<file path="src/rtl/rr_stream_mux_pkg.sv">
// Shared definitions for the round-robin stream multiplexer: FSM states and
// the round-robin pick function used by the arbiter.
package rr_stream_mux_pkg;

    typedef enum logic {
        ST_IDLE   = 1'b0,
        ST_LOCKED = 1'b1
    } state_t;

    // Upper bound on channel count handled by rr_pick; callers zero-pad valid.
    localparam int RR_MAXN = 64;

    // First set bit of valid, searching ptr+1, ptr+2, ... modulo n.
    // Returns 0 when nothing is valid; callers qualify with |valid.
    function automatic int rr_pick(input logic [RR_MAXN-1:0] valid, input int ptr, input int n);
        int   pick;
        int   idx;
        logic found;
        pick  = 0;
        found = 1'b0;
        for (int k = 1; k <= RR_MAXN; k++) begin
            if (k <= n) begin
                idx = ptr + k;
                if (idx >= n) begin
                    idx = idx - n;
                end
                if (!found && valid[idx[5:0]]) begin
                    pick  = idx;
                    found = 1'b1;
                end
            end
        end
        return pick;
    endfunction

endpackage

</file>
<file path="src/rtl/rr_arbiter.sv">
// Combinational round-robin arbiter: picks the next valid channel after ptr.
module rr_arbiter
    import rr_stream_mux_pkg::*;
#(
    parameter  int N    = 4,
    localparam int SELW = $clog2(N)
) (
    input  logic [N-1:0]    valid,
    input  logic [SELW-1:0] ptr,
    output logic [SELW-1:0] idx,
    output logic            any
);

    logic [RR_MAXN-1:0] valid_ext;

    always_comb begin
        valid_ext        = '0;
        valid_ext[N-1:0] = valid;
    end

    assign idx = SELW'(rr_pick(valid_ext, int'(ptr), N));
    assign any = |valid;

endmodule

</file>
<file path="src/rtl/rr_stream_mux.sv">
// N:1 valid/ready stream mux with round-robin arbitration, packet locking,
// a packet-boundary static-select mode, and a registered output stage.
module rr_stream_mux
    import rr_stream_mux_pkg::*;
#(
    parameter  int N    = 4,
    parameter  int W    = 8,
    parameter  int LOCK = 1,
    localparam int SELW = $clog2(N)
) (
    input  logic            clk,
    input  logic            rst_n,
    input  logic [N*W-1:0]  in_data,
    input  logic [N-1:0]    in_valid,
    input  logic [N-1:0]    in_last,
    output logic [N-1:0]    in_ready,
    output logic [W-1:0]    out_data,
    output logic            out_last,
    output logic [SELW-1:0] out_sel,
    output logic            out_valid,
    input  logic            out_ready,
    input  logic            force_en,
    input  logic [SELW-1:0] force_sel
);

    state_t          state_reg, state_next;
    logic [SELW-1:0] ptr_reg;
    logic [SELW-1:0] lock_ch_reg, lock_ch_next;
    logic [SELW-1:0] grant;
    logic [SELW-1:0] arb_idx;
    logic            arb_any;
    logic            grant_ok;
    logic            can_load;
    logic            xfer;
    logic [W-1:0]    ch_data [N];
    logic [W-1:0]    grant_data;
    logic            grant_last;

    rr_arbiter #(.N(N)) u_arb (
        .valid (in_valid),
        .ptr   (ptr_reg),
        .idx   (arb_idx),
        .any   (arb_any)
    );

    // Force mode only applies between packets; a locked packet always wins.
    always_comb begin
        grant    = arb_idx;
        grant_ok = arb_any;
        if (state_reg == ST_LOCKED) begin
            grant    = lock_ch_reg;
            grant_ok = 1'b1;
        end else if (force_en) begin
            grant    = force_sel;
            grant_ok = (int'(force_sel) < N);
        end
    end

    assign can_load = !out_valid || out_ready;

    // Ready is also held low while in reset so nothing is accepted then.
    generate
        for (genvar gi = 0; gi < N; gi++) begin : g_ch
            assign ch_data[gi]  = in_data[gi*W +: W];
            assign in_ready[gi] = rst_n && can_load && grant_ok && (grant == SELW'(gi));
        end
    endgenerate

    assign xfer       = |(in_valid & in_ready);
    assign grant_data = ch_data[grant];
    assign grant_last = in_last[grant];

    always_comb begin
        state_next   = state_reg;
        lock_ch_next = lock_ch_reg;
        case (state_reg)
            ST_IDLE: begin
                if (xfer && !grant_last && (LOCK != 0)) begin
                    state_next   = ST_LOCKED;
                    lock_ch_next = grant;
                end
            end
            ST_LOCKED: begin
                if (xfer && grant_last) begin
                    state_next = ST_IDLE;
                end
            end
            default: state_next = ST_IDLE;
        endcase
    end

    always_ff @(posedge clk or negedge rst_n) begin
        if (!rst_n) begin
            state_reg   <= ST_IDLE;
            lock_ch_reg <= '0;
            ptr_reg     <= SELW'(N-1);
            out_valid   <= 1'b0;
            out_data    <= '0;
            out_last    <= 1'b0;
            out_sel     <= '0;
        end else begin
            state_reg   <= state_next;
            lock_ch_reg <= lock_ch_next;
            if (xfer) begin
                ptr_reg   <= grant;
                out_valid <= 1'b1;
                out_data  <= grant_data;
                out_last  <= grant_last;
                out_sel   <= grant;
            end else if (out_valid && out_ready) begin
                out_valid <= 1'b0;
            end
        end
    end

endmodule

</file>
<file path="config.mk">
export PLATFORM = sky130hd
export DESIGN_NAME = rr_stream_mux
export DESIGN_NICKNAME = d
export VERILOG_FILES = /design/src/rtl/rr_stream_mux_pkg.sv /design/src/rtl/rr_arbiter.sv /design/src/rtl/rr_stream_mux.sv
export SDC_FILE = /design/constraint.sdc
export NUM_CORES = 1
export LEC_CHECK = 0
export BUFFER_PORTS_ARGS = -buffer_cell sky130_fd_sc_hd__buf_2
export CORE_UTILIZATION = 53
export CTS_CLUSTER_SIZE = 40
export DETAILED_ROUTE_END_ITERATION = 8
export PLACE_DENSITY = 0.86
export SLEW_MARGIN = 20
export SYNTH_ARGS = -nofsm -noshare
export SYNTH_HDL_FRONTEND = slang
export SYNTH_SLANG_ARGS = --single-unit
</file>
<file path="constraint.sdc">
create_clock -name clk -period 6 [get_ports clk]
set_clock_uncertainty 0.2 [all_clocks]
set_input_delay 0.9 -clock clk [delete_from_list [all_inputs] [get_ports clk]]
set_output_delay 0.9 -clock clk [all_outputs]
set_load 0.02 [all_outputs]
</file>
==> metrics, run 1 <==
Power Dens Cells=607 nW/um2; Initial Util=0.566; Die Ht=56.5 um; Biggest register=out_data; clock buffer count from CTS=3; CTS max path bufs=2; MaxCap Viol Count=0; setup TNS=0 ns; Slew headroom=0.479; CP Launch Point=ptr_reg[0]; total clock sinks=17; worst skew pair latency=0.30 ns; Distinct cells, synth=46; Setup violations, final=0; Hold Buf Count CTS=0; wire length on met1=1580 um; clk slew on worst S/H paths=0.10 ns; Primary FF master, synth=dfrtp_1; number of placed instances, taps included=242; Port Buffers=61; Pre-antenna DRT Iters=4; cell family with most CP delay=simple AND/OR/NAND/NOR gates; area grow syn2layout=21.3%; drt via density=5.86; met3 wire len=238 um; Max rail drop VDD=0.370 mV; pin slew with the least headroom to its limit=0.778 ns; critical path type=reg2out; Slew Limit Fails=0; synthesized area=1580 um2; crit-path cells=inv_1 > ha_1 > mux4_2 > and2_4 > nor4b_2 > o41ai_2 > a21oi_2 > buf_4 > nand4_1 > nor2_1 > buf_2; H-Tree Depth=1; row cnt=19; global-route wire length before repair=5840 um; I/O Pins=62; post-CTS setup buffers=0; max FFs per register=8; Cells after Synth=154; Worst Path Buf+Inv=3; outcome=completed; wire length per cell=14.6 um; CTS tree=built; critical path's slowest cell=dfstp_2; Die Area=3190 um2; f_max=219 MHz; Util after Layout=0.687; Final nets=267; share of flip-flops with an asynchronous set or reset=1.00; Detail Route met2 WL=1720 um; post-CTS sizing=0; CP endpoint kind=output pin; total gr overflow=0; vias in the first global route=1,310; Avg Cell Area, Syn=10.2 um2; Pleak=1.04 nW; ant diodes=0; nature of the critical path startpoint=flop; Top Metal Used=met4; non-filler cells, final=246; post-synthesis register bit count=17; vias post-DR=1,442; Final min period=4.56 ns; CP max FO=23; # DRC=0; 1st-iter DRT viols=59; crit share post-route=0.760; initial antenna violation count=0; arrival time worst endpoint=3.46 ns; Syn. warnings=0; Clock Root Buffer=clkbuf_4; Hold Fails Final Rpt=0; number of synthesized flops with an enable pin=0; RSZ-0062 raised after global routing=no; WP data required=4.90 ns; All-Layer GR Usage=0.234; Post-DRT Antenna Nets=0; Hold Crit Class=in2async; fraction of layout cells with a size suffix above 1=0.442; FF-to-FF Start=ptr_reg[0]; Die W=56.5 um; GPL Wtd Cong=1.02; largest net degree at the start of global routing=24; total length of routed wires=3590 um; Detailed Place HPWL=2870 um; sequential share of the synthesized area=0.272; syn_nets=205; core area=2780 um2; Slowest Stage Delay on Critical Path=0.70 ns
==> cells in the mapped netlist, drive strengths merged, types with 2 or more instances <==
cell	instances	area, um2
buf	5	46.3
ha	5	62.6
a21o	4	30.0
inv	8	30.0
o221a	2	22.5
nand2	11	41.3
a211oi	5	42.5
mux2i	30	300
mux2	13	173
mux4	2	45.0
dfrtp	15	375
dfstp	2	52.6
or2	2	12.5
o22ai	3	18.8
nand4	2	12.5
and2	2	15.0
a21oi	7	38.8
nor4	2	12.5
a2bb2oi	2	17.5
nor2	9	33.8
o21ai	2	10.0
nor2b	2	15.0
nand2b	3	18.8
a22oi	2	15.0
==> per-layer routing <==
layer / track usage / up-vias
li1: - / 704
met1: 0.324 / 664
met4: 0.0557 / 0
met2: 0.375 / 67
met5: 0 / -
met3: 0.0484 / 7
==> cell usage in the layout, fill, tap and decap left out, drive strengths merged, types with 2 or more instances in the layout <==
cell and instances:
a21o 4, and2 2, a211oi 5, buf 63, inv 8, clkbuf 4, nand2 11, nand2b 3
ha 5, mux4 2, mux2 13, nor2b 2, dfstp 2, a22oi 2, nor4 2, mux2i 30
nand4 2, or2 2, o221a 2, o22ai 3, dfrtp 15, a2bb2oi 2, nor2 9, o21ai 2
a21oi 7
==> cells by family after synthesis <==
| kind of cell | after synthesis | synth area share |
|---|---|---|
| DFF | 17 | 0.272 |
| adders and majority gates | 5 | 0.0397 |
| AOI/OAI and AO/OA | 37 | 0.186 |
| buffers and inverters | 14 | 0.0508 |
| and+or+nand+nor | 36 | 0.123 |
| muxes | 45 | 0.329 |
==> metrics by stage <==
step                hold WS (ns)  power, mW  setup slack [ns]  instance area, um2
floorplan                  0.287      0.936              1.83                1580
global placement           0.275       1.08              1.77                1880
detailed placement         0.293       1.09              1.73                1880
CTS                        0.314       1.16              1.42                1910
global route               0.323       1.25              1.16                1910
finish                     0.305       1.16              1.44                1910
==> worst paths after layout <==
check | slack, ns | depth (start not counted) | endpoint
worst max-delay path | 1.44 | 11 | in_ready[2]
worst min-delay path | 0.30 | 1 | lock_ch_reg[0]
worst max register to register | 1.75 | 11 | out_data[4]
worst min register to register | 0.32 | 1 | out_data[4]
max in group asynchronous | 4.96 | 1 | ptr_reg[0]
min in group clk | 0.32 | 1 | out_data[4]
==> layout make-up <==
cell class | instances | area [um2]
multi-input combinational | 123 | 1070
fill | 234 | 871
sequential | 17 | 428
timing repair buffer | 63 | 320
tap | 31 | 38.8
inverter | 8 | 30.0
clock buffer | 4 | 26.3
==> report_power, final <==
part           internal (mW)  switching [mW]
sequential             0.181          0.0609
combinational          0.403           0.453
clock                 0.0260          0.0361
No activity file was read; power rests on OpenSTA's default activity.
==> inputs of run 2 (changes only) <==
Settings changed: CORE_UTILIZATION 53 to 49, PLACE_DENSITY 0.86 to 0.8.
Clock period 6 ns to 4.75 ns, I/O delays scaled along.
==> run 2 against run 1 <==
Against the previous run:
- cell count is 6.1% higher
- register-to-register slack worse by 1.0 ns
- sequential cell count stayed put
- combinational power is 27% higher
- largest power group unchanged
==> metrics, run 2 (same netlist as run 1, synthesis figures left out) <==
WP data required=3.84 ns (-1.06 ns); MaxCap Viol Count=0 (unchanged); cell family with most CP delay=simple AND/OR/NAND/NOR gates; DP Area=1920 um2 (+1.7%); worst skew pair latency=0.29 ns (about the same); Post-DRT Antenna Nets=0 (unchanged); outcome=completed; clk slew on worst S/H paths=0.09 ns (about the same); row cnt=20 (+1); Max rail drop VDD=0.349 mV (-5.6%); Worst Reg2Reg Path Length in Cells=11 (unchanged); RSZ-0062 raised after global routing=no; total gr overflow=0 (unchanged); # DRC=0 (unchanged); post-CTS setup buffers=0 (unchanged); R2R setup slack=0.73 ns (-1.02 ns); crit-path cells=inv_1 > ha_1 > mux4_2 > and2_4 > nor4b_2 > o41ai_2 > a21oi_2 > nand4_1 > nor2_1 > buf_2; Port Buffers=61 (unchanged); Slew Limit Fails=0 (unchanged); CP endpoint kind=output pin; Initial Util=0.516 (-0.0504); ant diodes=0 (unchanged); dpl ws=0.700 ns (-1.03 ns); hold slack=0.131 ns (-0.173 ns); CP max FO=12 (-48%); Die W=58.7 um (+3.9%); post-CTS sizing=0 (unchanged); setup ws final=0.351 ns (-1.09 ns); FF-to-FF Start=ptr_reg[0]; Biggest register=out_data; 1st-iter DRT viols=58 (-1.7%); Pleak=1.05 nW (+0.86%); global-route wire length before repair=5430 um (-7.0%); GPL Wtd Cong=0.876 (-14%); CTS tree=built; Hold Buf Count CTS=0 (unchanged); Hold Fails Final Rpt=0 (unchanged); crit share post-route=0.926; vias in the first global route=1,245 (-5.0%); wire length per cell=13.4 um (-8.5%); most frequent cells in the layout=61 x buf_2, 30 x mux2i_1, 15 x dfrtp_1; vias post-DR=1,406 (-2.5%); Slew headroom=0.597 (+0.118); total length of routed wires=3490 um (-2.9%); Slowest Stage Delay on Critical Path=0.70 ns (about the same); number of placed instances, taps included=257 (+6.2%); I/O Pins=62 (unchanged); Final nets=269 (+0.75%); initial antenna violation count=0 (unchanged); largest net degree at the start of global routing=20 (-17%); non-filler cells, final=261 (+6.1%); Hold Crit Class=in2async; Final min period=4.40 ns; Clock Root Buffer=clkbuf_4; Die Area=3450 um2 (+7.9%); pin slew with the least headroom to its limit=0.604 ns (-0.174 ns); H-Tree Depth=1 (unchanged); nature of the critical path startpoint=flop; total clock sinks=17 (unchanged); Util after Layout=0.636 (-0.0508); commonest non-fill, non-tap cell in the layout=buf_2; area grow syn2layout=23.3%; fraction of layout cells with a size suffix above 1=0.447 (+0.00514); All-Layer GR Usage=0.205 (-0.0291); core area=3050 um2 (+9.8%); Die Ht=58.7 um (+3.9%); critical path's slowest cell=dfstp_2; clock buffer count from CTS=3 (unchanged); Worst Path Buf+Inv=2 (-1); cell area after layout=1940 um2 (+1.6%); max FFs per register=8 (unchanged); drt via density=5.39 (-8.1%); f_max=227 MHz; critical path type=reg2out; total power=1.47 mW (+27%); reg2reg end=out_data[4]; Power Dens Cells=758 nW/um2 (+25%); CTS max path bufs=2 (unchanged); arrival time worst endpoint=3.49 ns (+0.03 ns); Detailed Place HPWL=2830 um (-1.5%); setup TNS=0 ns (unchanged); Setup violations, final=0 (unchanged); Pre-antenna DRT Iters=4 (unchanged)
## run 2: worst max path at each step
| stage | startpoint | end | slack [ns] | cells past startpoint |
|---|---|---|---|---|
| after CTS | ptr_reg[0] | in_ready[3] | 0.35 | 10 |
| after global placement | ptr_reg[0] | in_ready[3] | 0.76 | 10 |
| after global routing | ptr_reg[0] | in_ready[3] | 0.13 | 10 |
| after floorplan | ptr_reg[0] | in_ready[2] | 0.82 | 12 |
| after detailed placement | ptr_reg[0] | in_ready[2] | 0.70 | 10 |
| final | ptr_reg[0] | in_ready[2] | 0.35 | 10 |
## run 2: cell type report
class | instances | area (um2)
well taps | 44 | 55.1
multi-input cells | 123 | 1070
fillers | 276 | 1110
inverters | 8 | 30.0
clock buffers | 4 | 26.3
flip-flops and latches | 17 | 428
repair buffers | 65 | 335
## run 2: layer usage
metal / global-route usage / vias to the layer above / routed length, um
met2: 0.361 / 41 / 1740
li1: - / 704 / -
met5: 0 / - / 0
met3: 0.0571 / 2 / 166
met1: 0.261 / 659 / 1570
met4: 0.0170 / 0 / 13
## run 2: power breakdown
| group | total [mW] | internal [mW] | switching, mW |
|---|---|---|---|
| registers | 0.303 | 0.228 | 0.0744 |
| logic | 1.09 | 0.521 | 0.571 |
| clock network | 0.0765 | 0.0327 | 0.0438 |
==> inputs of run 3 (changes only) <==
Clock period 4.75 ns to 4.6 ns, I/O delays scaled along.
==> run 3 against run 2 <==
Against the previous run:
- via count is 3.3% higher
- wire length increased by 1.3%
- clock power rose by 5.6%
- die area did not move
- combinational power is essentially flat
- total power is 3.2% higher
- non-clock buffer count is the same
- hold slack worse by 0.024 ns
- utilization did not move
- design area stayed put
- sequential share of layout area is the same
- cell count did not move
- largest cell class unchanged
- highest routed layer unchanged
==> metrics, run 3 (same netlist as run 1, synthesis figures left out) <==
crit share post-route=0.955; RSZ-0062 raised after global routing=no; DP Area=1920 um2 (unchanged); H-Tree Depth=1 (unchanged); most used routing layer=met2; Slew Limit Fails=0 (unchanged); Die Area=3450 um2 (unchanged); Biggest register=out_data; fraction of layout cells with a size suffix above 1=0.447 (unchanged); CTS tree=built; WP data required=3.71 ns (-0.13 ns); Util after Layout=0.636 (unchanged); Pre-antenna DRT Iters=4 (unchanged); Hold Crit Class=in2async; total length of routed wires=3530 um (+1.3%); GPL Wtd Cong=0.859 (-2.0%); global-route wire length before repair=5800 um (+6.7%); met2 Usage GRT=0.363 (+0.00164); 1st-iter DRT viols=68 (+17%); pin slew with the least headroom to its limit=0.614 ns (+0.00986 ns); most frequent cells in the layout=61 x buf_2, 30 x mux2i_1, 15 x dfrtp_1; critical path type=reg2out; setup TNS=0 ns (unchanged); CP endpoint kind=output pin; Post-DRT Antenna Nets=0 (unchanged); Setup violations, final=0 (unchanged); ant diodes=0 (unchanged); total gr overflow=0 (unchanged); Clk pwr share=0.053 (about the same); Power Dens Cells=782 nW/um2 (+3.2%); # DRC=0 (unchanged); Detailed Place HPWL=2850 um (+0.81%); clock buffer count from CTS=3 (unchanged); MaxCap Viol Count=0 (unchanged); post-CTS setup buffers=0 (unchanged); drt via density=5.56 (+3.3%); area grow syn2layout=23.3% (unchanged); vias in the first global route=1,293 (+3.9%); worst skew pair latency=0.30 ns (about the same); Die Ht=58.7 um (unchanged); CP max FO=12 (unchanged); combinational cell fraction of total power=0.740 (-0.002); post-CTS sizing=0 (unchanged); GR Util met1=0.280 (+0.0181); commonest non-fill, non-tap cell in the layout=buf_2; area of the multi-input gates=1070 um2 (unchanged); Final min period=4.39 ns; nature of the critical path startpoint=flop; max FFs per register=8 (unchanged); Final nets=269 (unchanged); wire length per cell=13.5 um (+1.3%); Pint=0.808 mW (+3.3%); row cnt=20 (unchanged); largest net degree at the start of global routing=20 (unchanged); cell area after layout=1940 um2 (unchanged); outcome=completed; fill count=283 (+2.5%); CTS max path bufs=2 (unchanged); Clock Root Buffer=clkbuf_4; Port Buffers=61 (unchanged); Initial Util=0.516 (unchanged); All-Layer GR Usage=0.217 (+0.0119); Net Sw Frac=0.468 (-0.000683); vias post-DR=1,452 (+3.3%); Slew headroom=0.591 (-0.00657); Hold Buf Count CTS=0 (unchanged); Die W=58.7 um (unchanged); Max rail drop VDD=0.441 mV (+26%); f_max=228 MHz; Sequential Area=428 um2 (unchanged); Pleak=1.05 nW (unchanged); arrival time worst endpoint=3.50 ns (about the same); total clock sinks=17 (unchanged); Seq pwr share=0.206 (about the same); met3 Usage GRT=0.0462 (-0.0110); initial antenna violation count=0 (unchanged); Hold Fails Final Rpt=0 (unchanged); core area=3050 um2 (unchanged); clk slew on worst S/H paths=0.10 ns (about the same); I/O Pins=62 (unchanged); switching power=0.710 mW (+3.0%)
-- run 3: cell counts in the layout (fill, tap and decap cells not counted) --
Identical to the previous run, type by type.
-- run 3: area by class of cell --
type,instances,area share
inverters,8,0.0155
clock buffers,4,0.0135
flip-flops and latches,17,0.220
well taps,44,0.0284
repair buffers,65,0.173
multi-input cells,123,0.550
-- run 3: through the flow --
step                      setup WS [ns]  hold slack (ns)  cells  total power, mW
after CTS                         0.212            0.112    261             1.52
after global placement            0.648            0.293    257             1.42
after global routing            0.00993            0.123    261             1.64
final                             0.205            0.108    261             1.52
after detailed placement          0.538            0.279    257             1.44
after floorplan                   0.694            0.194    154             1.22
-- run 3: path summary, 6_finish.rpt --
check	from	slack, ns	cells after the start	end
hold / removal	rst_n	0.11	1	lock_ch_reg[0]
setup / recovery	ptr_reg[0]	0.21	10	in_ready[3]
hold reg to reg	out_sel[1]	0.30	1	out_sel[1]
setup reg to reg	ptr_reg[0]	0.57	11	out_data[3]
max in group asynchronous	rst_n	3.76	1	ptr_reg[0]
min in group clk	out_sel[1]	0.30	1	out_sel[1]
-- run 3: power by group through the flow --
| stage | registers, mW | logic (mW) | clock network (mW) |
|---|---|---|---|
| 2_1_floorplan | 0.347 | 0.874 | 0 |
| 3_3_place_gp | 0.314 | 1.11 | 0 |
| 3_5_place_dp | 0.315 | 1.12 | 0 |
| 4_1_cts | 0.314 | 1.12 | 0.0846 |
| 5_1_grt | 0.331 | 1.22 | 0.0907 |
| 6_report | 0.314 | 1.12 | 0.0808 |
-- run 3: routing by layer --
layer  part of all wire  vias to the layer above
met3              0.050                        7
met4              0.014                        0
li1                   -                      709
met5                  0                        -
met2               0.49                       51
met1               0.45                      685
-- run 3: worst max-delay path: stages (launching register included) --
cell,delay (ns)
dfstp_2,0.70
inv_1,0.12
ha_1,0.36
mux4_2,0.32
and2_4,0.19
nor4b_2,0.35
o41ai_2,0.16
a21oi_2,0.49
nand4_1,0.20
nor2_1,0.13
buf_2,0.18
